### src/rtl/mipi_rx_aligner.sv
// MIPI HS receive aligner: per-lane sync-byte hunt, bit-offset lock and FIFO deskew into aligned bytes.
// Output registered one cycle after all lanes hold data; no back-pressure, overflow or lock timeout goes to ERROR.

module mipi_rx_fifo #(
   parameter int DEPTH = 4,
   parameter int WIDTH = 8
) (
   input  logic             clk,
   input  logic             rst,
   input  logic             flush,
   input  logic             push,
   input  logic             pop,
   input  logic [WIDTH-1:0] din,
   output logic [WIDTH-1:0] dout,
   output logic             full,
   output logic             empty
);
   localparam int PW = $clog2(DEPTH);
   localparam int CW = $clog2(DEPTH + 1);

   logic [WIDTH-1:0] mem [DEPTH];
   logic [PW-1:0]    rd_ptr;
   logic [PW-1:0]    wr_ptr;
   logic [CW-1:0]    count;
   logic             bypass;
   logic             wr_en;
   logic             rd_en;

   function automatic logic [PW-1:0] ptr_next(input logic [PW-1:0] p);
      return (p == PW'(DEPTH - 1)) ? '0 : p + 1'b1;
   endfunction

   assign empty  = (count == '0);
   assign full   = (count == CW'(DEPTH));
   // An empty FIFO pushed and popped in the same cycle passes the byte straight through.
   assign bypass = push && pop && empty;
   assign wr_en  = push && !bypass && (!full || pop);
   assign rd_en  = pop && !empty;
   assign dout   = empty ? din : mem[rd_ptr];

   always_ff @(posedge clk or negedge rst) begin
      if (!rst) begin
         rd_ptr <= '0;
         wr_ptr <= '0;
         count  <= '0;
      end else if (flush) begin
         rd_ptr <= '0;
         wr_ptr <= '0;
         count  <= '0;
      end else begin
         if (wr_en) wr_ptr <= ptr_next(wr_ptr);
         if (rd_en) rd_ptr <= ptr_next(rd_ptr);
         case ({wr_en, rd_en})
            2'b10:   count <= count + 1'b1;
            2'b01:   count <= count - 1'b1;
            default: count <= count;
         endcase
      end
   end

   always_ff @(posedge clk) begin
      if (wr_en) mem[wr_ptr] <= din;
   end
endmodule

module mipi_rx_aligner #(
   parameter int         LANES        = 2,
   parameter int         DESKEW_DEPTH = 4,
   parameter logic [7:0] SYNC_BYTE    = 8'hB8,
   parameter int         SYNC_TIMEOUT = 8
) (
   input  logic               clk_in,
   input  logic               rst,
   input  logic               hs_en,
   input  logic [LANES*8-1:0] rx_data,
   input  logic               rx_valid,
   output logic [LANES*8-1:0] byte_data,
   output logic               byte_valid,
   output logic [LANES-1:0]   lane_sync,
   output logic               sync_err,
   output logic [1:0]         state
);
   if (LANES < 1 || LANES > 4) begin : g_bad_lanes
      $fatal(1, "mipi_rx_aligner: LANES must be 1..4");
   end
   if (DESKEW_DEPTH < 2 || DESKEW_DEPTH > 8) begin : g_bad_depth
      $fatal(1, "mipi_rx_aligner: DESKEW_DEPTH must be 2..8");
   end
   if (SYNC_TIMEOUT < 1 || SYNC_TIMEOUT > 255) begin : g_bad_timeout
      $fatal(1, "mipi_rx_aligner: SYNC_TIMEOUT must be 1..255");
   end

   typedef enum logic [1:0] {
      IDLE   = 2'd0,
      HUNT   = 2'd1,
      ACTIVE = 2'd2,
      ERROR  = 2'd3
   } state_t;

   state_t             state_q;
   state_t             state_d;
   logic               hs_en_q;
   logic [7:0]         cnt_q;
   logic [8:0]         cnt_inc;
   logic [LANES*8-1:0] prev_q;
   logic [LANES*3-1:0] offs_q;
   logic [LANES*3-1:0] hit_k;
   logic [LANES-1:0]   lock_new;
   logic [LANES-1:0]   push;
   logic [LANES-1:0]   avail;
   logic [LANES-1:0]   overflow;
   logic [LANES-1:0]   fifo_full;
   logic [LANES-1:0]   fifo_empty;
   logic [LANES*8-1:0] fifo_din;
   logic [LANES*8-1:0] fifo_dout;
   logic               in_flow;
   logic               pop;
   logic               flush;
   logic               hunt_entry;
   logic               err_set;
   logic               timeout;

   assign state   = state_q;
   assign in_flow = (state_q == HUNT) || (state_q == ACTIVE);
   assign pop     = (state_q == ACTIVE) && hs_en && (&avail);
   assign flush   = !hs_en || hunt_entry;

   for (genvar i = 0; i < LANES; i++) begin : g_lane
      logic [15:0] win;
      logic [2:0]  k_sel;
      logic        found;

      assign win = {rx_data[8*i +: 8], prev_q[8*i +: 8]};

      // Descending scan so the lowest matching offset is the one kept.
      always_comb begin
         found = 1'b0;
         k_sel = '0;
         for (int k = 7; k >= 0; k--) begin
            if (win[k +: 8] == SYNC_BYTE) begin
               found = 1'b1;
               k_sel = 3'(k);
            end
         end
      end

      assign hit_k[3*i +: 3]    = k_sel;
      assign fifo_din[8*i +: 8] = win[offs_q[3*i +: 3] +: 8];
      assign lock_new[i] = (state_q == HUNT) && rx_valid && !lane_sync[i] && found;
      assign push[i]     = in_flow && rx_valid && lane_sync[i];
      assign avail[i]    = !fifo_empty[i] || push[i];
      assign overflow[i] = push[i] && fifo_full[i] && !pop;

      mipi_rx_fifo #(
         .DEPTH (DESKEW_DEPTH),
         .WIDTH (8)
      ) u_fifo (
         .clk   (clk_in),
         .rst   (rst),
         .flush (flush),
         .push  (push[i]),
         .pop   (pop),
         .din   (fifo_din[8*i +: 8]),
         .dout  (fifo_dout[8*i +: 8]),
         .full  (fifo_full[i]),
         .empty (fifo_empty[i])
      );
   end

   always_comb begin
      state_d    = state_q;
      hunt_entry = 1'b0;
      cnt_inc    = {1'b0, cnt_q} + 9'd1;
      timeout    = (|lane_sync) && rx_valid && (cnt_inc >= 9'(SYNC_TIMEOUT));
      case (state_q)
         IDLE: begin
            if (hs_en && !hs_en_q) begin
               state_d    = HUNT;
               hunt_entry = 1'b1;
            end
         end
         HUNT: begin
            // Overflow beats completion; a final lock beats the timeout.
            if (|overflow)                  state_d = ERROR;
            else if (&(lane_sync | lock_new)) state_d = ACTIVE;
            else if (timeout)               state_d = ERROR;
         end
         ACTIVE: begin
            if (|overflow) state_d = ERROR;
         end
         default: state_d = ERROR;
      endcase
      if (!hs_en) state_d = IDLE;
      err_set = (state_d == ERROR) && (state_q != ERROR);
   end

   always_ff @(posedge clk_in or negedge rst) begin
      if (!rst) begin
         state_q    <= IDLE;
         hs_en_q    <= 1'b1;
         cnt_q      <= '0;
         prev_q     <= '0;
         offs_q     <= '0;
         lane_sync  <= '0;
         sync_err   <= 1'b0;
         byte_valid <= 1'b0;
         byte_data  <= '0;
      end else begin
         state_q    <= state_d;
         hs_en_q    <= hs_en;
         byte_valid <= pop;
         if (pop)      byte_data <= fifo_dout;
         if (rx_valid) prev_q    <= rx_data;
         if (flush) begin
            cnt_q     <= '0;
            offs_q    <= '0;
            lane_sync <= '0;
         end else begin
            if ((state_q == HUNT) && (|lane_sync) && rx_valid) cnt_q <= cnt_inc[7:0];
            lane_sync <= lane_sync | lock_new;
            for (int i = 0; i < LANES; i++) begin
               if (lock_new[i]) offs_q[3*i +: 3] <= hit_k[3*i +: 3];
            end
         end
         if (hunt_entry)   sync_err <= 1'b0;
         else if (err_set) sync_err <= 1'b1;
      end
   end
endmodule

### config.mk
export PLATFORM = sky130hd
export DESIGN_NAME = mipi_rx_aligner
export DESIGN_NICKNAME = d
export VERILOG_FILES = /design/src/rtl/mipi_rx_aligner.sv
export SDC_FILE = /design/constraint.sdc
export NUM_CORES = 1
export LEC_CHECK = 0
export BUFFER_PORTS_ARGS = -buffer_cell sky130_fd_sc_hd__clkbuf_2
export CELL_PAD_IN_SITES_DETAIL_PLACEMENT = 1
export CELL_PAD_IN_SITES_GLOBAL_PLACEMENT = 2
export CORE_ASPECT_RATIO = 0.5
export CORE_UTILIZATION = 42
export CTS_CLUSTER_SIZE = 24
export DETAILED_ROUTE_END_ITERATION = 10
export PLACE_DENSITY = 0.77
export SYNTH_ARGS = -nofsm -noshare
export SYNTH_HDL_FRONTEND = slang
export SYNTH_SLANG_ARGS = --single-unit
### constraint.sdc
create_clock -name clk_in -period 3.4 [get_ports clk_in]
set_clock_uncertainty 0.05 [all_clocks]
set_input_delay 0.34 -clock clk_in [delete_from_list [all_inputs] [get_ports clk_in]]
set_output_delay 0.34 -clock clk_in [all_outputs]
set_load 0.02 [all_outputs]
== Yosys cells after proc, flatten, opt, wreduce, memory -nomap -nowiden ==
Memories as Yosys holds them, arrays and structs flattened.
Index checks and enable logic that the tools add are counted.

* Add/sub/neg operators: 9
* Equality and inequality tests: 30
* Magnitude comparators: 1
* Shifts and indexed selects: 2
* Reductions and logical operators: 64
* Bitwise gates (word level): 1
* Multiplexer cells: 71

{| class="wikitable"
|+ Operators with widths
! operator !! number
|-
| $eq 8x8->1 const B || 16
|-
| $mux 3 || 20
|-
| $mux 2 || 19
|-
| $mux 8 || 4
|-
| $shiftx 16x4->8 || 2
|-
| $logic_and 1x1->1 || 30
|-
| $mux 1 || 24
|-
| $eq 2x2->1 const B || 8
|-
| $reduce_bool 2->1 || 8
|-
| $pmux 3 s2 || 2
|-
| $logic_not 1->1 || 11
|-
| $add 8x1->9 const B || 1
|-
| $ge 9x4->1 const B || 1
|-
| $add 2x1->2 const B || 4
|-
| $add 3x1->3 const B || 2
|-
| $eq 2x1->1 const B || 3
|-
| $eq 3x3->1 const B || 2
|-
| $logic_not 3->1 || 2
|-
| $logic_or 1x1->1 || 6
|-
| $mux 6 || 1
|-
| $pmux 2 s3 || 1
|-
| $reduce_bool 3->1 || 2
|-
| $sub 3x1->3 const B || 2
|-
| $reduce_and 2->1 || 2
|-
| other kinds (4) || 5
|}

* Memories kept: 2
* Register bits after elaboration: 67
* Input port bits: 20
* Output and inout port bits: 22
* RAM bits: 64

{| class="wikitable"
|+ Memories
! name !! depth !! width !! read ports !! clocked after memory_dff !! write ports !! line !! text
|-
| g_lane[0].u_fifo.mem || 4 || 8 || 1 || 0 || 1 || 21 || <nowiki>logic [WIDTH-1:0] mem [DEPTH];</nowiki>
|-
| g_lane[1].u_fifo.mem || 4 || 8 || 1 || 0 || 1 || 21 ||
|}

== Depth between registers and ports, before layout ==
* Depth in word-level cells: 20
* Gate-level depth with buffers: 12
* Gate-level depth less buffers: 10

== Hierarchy ==
From an unflattened synthesis, not the netlist that was laid out.

* Cell total of the unflattened synthesis: 537
* Area, all modules: 7019.2 µm²

{| class="wikitable"
|+ Modules (own cells, without submodules)
! module !! instances !! area an instance (µm²) !! cells each !! seq. area each (µm²)
|-
| mipi_rx_fifo || 2 || 1774.2 || 104 || 1136.1
|-
| mipi_rx_aligner || 1 || 3470.8 || 329 || 1327.5
|}

== Least setup slack after synthesis ==
OpenSTA, ideal clock, no wires.

* Path type: reg-to-reg
* Start: register state_q[0], in the netlist state[0]
* End: register g_lane[1].u_fifo.count[2]
* Arrival time: 2.573 ns
* Path buffers: 2
* Period minus slack after synthesis: 2.717 ns
* Data required time: 3.256 ns
* Setup slack: 0.683 ns
* Cell stages (with the launch flop): 12
* Library setup time: 0.094 ns
* Cell sequence: dfrtp_1 -> inv_1 -> ha_1 -> and3_1 -> o21ai_4 -> buf_6 -> buf_2 -> nor2_1 -> fa_1 -> nor3_1 -> a311oi_1 -> a211oi_1

* Cells in the longest elaborated chain, start to end: 15
* Elaborated cells between the ends (all ways): 26
* Those cells by class: eq/ne: 4; mux: 3; reduce/logical: 19

{| class="wikitable"
|+ RTL lines
! item !! line !! text
|-
| from (decl) || 100 || <nowiki>state_t state_q;</nowiki>
|-
| from (signal assigned) || 209 || <nowiki>state_q <= state_d;</nowiki>
|-
| $eq 2x1->1 / $eq 2x2->1 (equally long branches) || 124, 125 ||
|-
| $logic_or 1x1->1 || 124 || <nowiki>assign in_flow = (state_q == HUNT) || (state_q == ACTIVE);</nowiki>
|-
| $logic_and 1x1->1 (2 in series) || 150 || <nowiki>assign push[i] = in_flow && rx_valid && lane_sync[i];</nowiki>
|-
| $logic_or 1x1->1 || 151 || <nowiki>assign avail[i] = !fifo_empty[i] || push[i];</nowiki>
|-
| $reduce_and 2->1 || 125 || <nowiki>assign pop = (state_q == ACTIVE) && hs_en && (&avail);</nowiki>
|-
| $logic_and 1x1->1 || 125 ||
|-
| $logic_and 1x1->1 (2 in series) || 36 || <nowiki>assign bypass = push && pop && empty;</nowiki>
|-
| $logic_not 1->1 || 37 || <nowiki>assign wr_en = push && !bypass && (!full || pop);</nowiki>
|-
| $logic_and 1x1->1 (2 in series) || 37 ||
|-
| $eq 2x1->1 / $eq 2x2->1 (equally long branches) || 53 || <nowiki>case ({wr_en, rd_en})</nowiki>
|-
| $pmux 3 s2 || 53 ||
|-
| $mux 3 || 46 || <nowiki>end else if (flush) begin</nowiki>
|-
| to (signal assigned) || 54 || <nowiki>2'b10: count <= count + 1'b1;</nowiki>
|-
| to (signal assigned) || 55 || <nowiki>2'b01: count <= count - 1'b1;</nowiki>
|-
| to (signal assigned) || 56 || <nowiki>default: count <= count;</nowiki>
|-
| to (decl) || 24 || <nowiki>logic [CW-1:0] count;</nowiki>
|}

Parallel ways exist; a longest one is shown, timed or not.
A chain may end at the register's enable or synchronous reset.

== Final worst setup path ==
* Start: register state_q[0], in the netlist state[0]
* End: memory g_lane[1].u_fifo.mem[1][5] (enable)

* Cells in the longest elaborated chain, start to end: 14
* Elaborated cells between the ends (all ways): 19
* Those cells by class: eq/ne: 2; mux: 2; reduce/logical: 15

{| class="wikitable"
|+ RTL lines
! item !! line !! text
|-
| $eq 2x1->1 / $eq 2x2->1 (equally long branches) || 124, 125 ||
|-
| $logic_or 1x1->1 || 124 ||
|-
| $logic_and 1x1->1 (2 in series) || 150 ||
|-
| $logic_or 1x1->1 || 151 ||
|-
| $reduce_and 2->1 || 125 ||
|-
| $logic_and 1x1->1 || 125 ||
|-
| $logic_and 1x1->1 (2 in series) || 36 ||
|-
| $logic_not 1->1 || 37 ||
|-
| $logic_and 1x1->1 || 37 ||
|-
| $logic_and 1x1->1 * || 37 ||
|-
| $mux 1 * || 62 || <nowiki>if (wr_en) mem[wr_ptr] <= din;</nowiki>
|-
| $mux 1 (not written as such) * || 62 ||
|-
| to (decl) || 21 ||
|}

Every way passes the cells marked *; elsewhere a longest branch is shown, timed or not.

==> results.json <==
{
  "synthSimpleGateAreaFrac": 0.137,
  "r2r_start": "state[0]$_DFF_PN0_",
  "path_cells": "inv_1, ha_1, and3_1, o21ai_4, inv_2, xor2_2, a21oi_4, and2_1",
  "dieArea_sq_um": 17300,
  "max-cap-violations": 0,
  "critPathMaxStageDelay_ns": 0.48,
  "detail-route-antenna-nets": 0,
  "cts-resized-gates": 0,
  "cp_top_family": "compound AO/OA/AOI/OAI gates",
  "yosysWarnings": 0,
  "finalSetupViolations": 0,
  "grt_pass1_vias": 4919,
  "n_antenna_cell": 0,
  "violations": "hold timing",
  "final_hold_viol_count": 2,
  "wl_um": 16700,
  "grt-ovfl-total": 0,
  "synthMuxAreaShare": 0.151,
  "ys_ff_latch": 131,
  "r2r_end": "g_lane[1].u_fifo.mem[1][5]$_DFFE_PP_",
  "finalNetCount": 646,
  "synth-edff-count": 64,
  "drv_slew": 0,
  "drc": 0,
  "ios": 42,
  "final.period_utilization": 0.902,
  "cts_root_buf": "clkbuf_16",
  "syn_area_sq_um": 7040,
  "avgSynthCellArea_sq_um": 12.3,
  "grt_antenna_before_repair": 0,
  "slew_headroom": 0.393,
  "critical_path_arrival_ns": 3.07,
  "wl_met1_um": 8260,
  "clkTransAtPathRegs_ns": 0.06,
  "p_per_area_nw_per_um2": 472,
  "portBuffers": 41,
  "peakVddDrop_mv": 0.343,
  "wl_met2_um": 7780,
  "status": "finished with violations",
  "synth_fa_ha_area_frac": 0.0359,
  "drive_gt1_frac": 0.247,
  "hold_slack_ns": -0.00753,
  "routed-via-count": 4763,
  "ys_async_sr_fraction": 0.511,
  "firstDrtPassIters": 4,
  "core_sq_um": 16400,
  "cts_setup_buffers": 0,
  "crit_slowest_cell": "o21ai_4",
  "startpoint_type": "flip-flop",
  "crit_type": "flip-flop to flip-flop",
  "cp_num_buf_inv": 2,
  "dp_hpwl_um": 12000,
  "area_growth_pct": 13.3,
  "hold_path.class": "input port to async pin",
  "wl_per_cell_um": 19.7,
  "syn_nets": 613,
  "vias_per_cell": 5.62,
  "globalplace.congestion": 0.812,
  "r2r_cells": 8,
  "path_max_fanout": 20,
  "drt_iter0_markers": 229,
  "clk_latency_ns": 0.41,
  "highest_layer": "met4",
  "dr_wl_met3_um": 449,
  "synth_xor_area_frac": 0.0147,
  "numCtsBuffers": 17,
  "rrSetupSlack_ns": 0.33,
  "grt_pass1_wl_um": 27100,
  "leakage_nw": 2.93,
  "ys.flop_type": "dfrtp_1",
  "clock-sinks": 131,
  "clk_path_buf_depth": 2,
  "cts_tree": "done",
  "grt_max_degree": 68,
  "worst_pin_slew_ns": 0.910,
  "synth_compound_area_frac": 0.117,
  "max_freq_mhz": 326,
  "synth_top_family_by_area": "multiplexers",
  "die_h_um": 93.6,
  "setup_tns_ns": 0,
  "cts_max_level": 4,
  "critPathCaptureType": "flip-flop",
  "syn-instance-count": 574,
  "rows": 33,
  "cp.required_ns": 3.40,
  "ys_seq_area_frac": 0.511,
  "dieWidth_um": 185,
  "start_util": 0.430,
  "period_minus_slack_ns": 3.07,
  "synth_cell_types": 69,
  "rsz0062_at_grt": "no",
  "ctsHoldBuffers": 0,
  "grt_util_all_layers": 0.207
}
[metal layers]
| layer | vias up | track usage |
|---|---|---|
| met3 | 24 | 0.0393 |
| li1 | 2248 | - |
| met1 | 2420 | 0.291 |
| met2 | 71 | 0.327 |
| met5 | - | 0 |
| met4 | 0 | 0.0565 |
[worst reg2reg max path, delay by kind of cell (launching register included)]
family                   cells  cell delay [ns]
AO/OA/AOI/OAI                2             0.72
AND/OR/NAND/NOR              2             0.68
flip-flops                   1             0.46
adder cells (fa/ha/maj)      1             0.38
buffers and inverters        2             0.24
XOR/XNOR                     1             0.19
[worst max-delay path by stage]
| stage | startpoint | to | slack [ns] | cells after the start |
|---|---|---|---|---|
| after floorplan | state[0]$_DFF_PN0_ | g_lane[1].u_fifo.count[2]$_DFFE_PN0P_ | 0.68 | 11 |
| after global placement | state[0]$_DFF_PN0_ | g_lane[1].u_fifo.mem[1][3]$_DFFE_PP_ | 0.49 | 8 |
| after detailed placement | state[0]$_DFF_PN0_ | g_lane[1].u_fifo.mem[1][3]$_DFFE_PP_ | 0.34 | 8 |
| after CTS | state[0]$_DFF_PN0_ | g_lane[1].u_fifo.mem[1][2]$_DFFE_PP_ | 0.30 | 8 |
| after global routing | state[0]$_DFF_PN0_ | g_lane[1].u_fifo.mem[0][2]$_DFFE_PP_ | 0.12 | 8 |
| final | state[0]$_DFF_PN0_ | g_lane[1].u_fifo.mem[1][5]$_DFFE_PP_ | 0.33 | 8 |
[per-stage QoR]
step | utilization | worst slack (ns) | std cells | cell area (sq um) | power [mW]
6_report | 0.487 | 0.334 | 847 | 7980 | 3.77
5_1_grt | 0.487 | 0.115 | 847 | 7980 | 3.89
4_1_cts | 0.487 | 0.300 | 847 | 7980 | 3.80
3_5_place_dp | 0.451 | 0.339 | 815 | 7400 | 1.99
3_3_place_gp | 0.451 | 0.493 | 815 | 7400 | 1.98
2_1_floorplan | - | 0.683 | 574 | 7040 | 1.89
[synthesized netlist by cell type (5+ instances only)]
cell	number	area, sq um
nand2b_1	5	31.3
inv_1	18	67.6
nor2_1	58	218
clkbuf_1	12	45.0
buf_2	10	50.1
mux2_2	23	259
a21oi_1	26	130
nand2_1	34	128
xnor2_1	6	52.6
nand3_1	15	75.1
dfrtp_1	66	1650
edfxtp_1	64	1920
and4bb_2	16	200
nor3_1	6	30.0
a221oi_1	7	61.3
and2_1	8	50.1
o21ai_1	5	25.0
nor4bb_1	5	50.1
a211oi_1	5	37.5
mux2i_1	31	310
o21ai_0	29	145
mux4_2	22	495
ha_1	17	213
a22oi_1	11	82.6
[kinds of logic (layout without fill, tap and decap cells)]
family          count (synthesis)  in the layout
flops                         131            131
buf+inv                        49             95
mux                            76             76
xor+xnor                       11             11
fa+ha+maj                      19             19
compound gates                120            120
simple gates                  168            168
[flip-flops by register name, summed over array words and instances, names as in the netlist]
name                  flops
state                     2
prev_q                   16
lane_sync                 2
hs_en_q                   1
g_lane.u_fifo.count       6
sync_err                  1
g_lane.u_fifo.mem        64
byte_data                16
cnt_q                     8
byte_valid                1
g_lane.u_fifo.rd_ptr      4
offs_q                    6
g_lane.u_fifo.wr_ptr      4
[placed cells by master (no fill, tap or decap), drive strengths merged, types with 3 or more instances in the layout]
cell,netlist,layout
inv,19,23
nor2,59,59
a21oi,29,29
a21o,3,3
clkinvlp,0,4
xor2,5,5
buf,18,4
a22oi,11,11
and3,4,4
o31ai,3,3
nor3,7,7
clkbuf,12,58
ha,17,17
edfxtp,64,64
xnor2,6,6
nand2,34,34
and2,8,8
nand3,17,17
o21a,3,3
nor2b,3,3
mux2,23,23
a311oi,3,3
dfrtp,66,66
nand2b,5,5
mux4,22,22
and4bb,18,18
o21ai,35,35
a211oi,5,5
a31oi,3,3
a221oi,8,8
clkinv,0,4
mux2i,31,31
nor4bb,5,5
[final cells by class]
cell class | count | area, sq um
Clock inverter | 14 | 153
Timing Repair Buffer | 44 | 230
Tap cell | 227 | 284
Inverter | 19 | 71.3
Clock buffer | 18 | 429
Multi-Input combinational cell | 394 | 3210
Fill cell | 1716 | 8410
Sequential cell | 131 | 3600
[where the power goes]
part / switching, mW / internal, mW / leakage, nW
registers: 0.0361 / 1.70 / 1.47
clock network: 0.723 / 1.09 / 0.274
logic: 0.135 / 0.0845 / 1.19
total: 0.895 / 2.87 / 2.93
No activity file was read; power rests on OpenSTA's default activity.
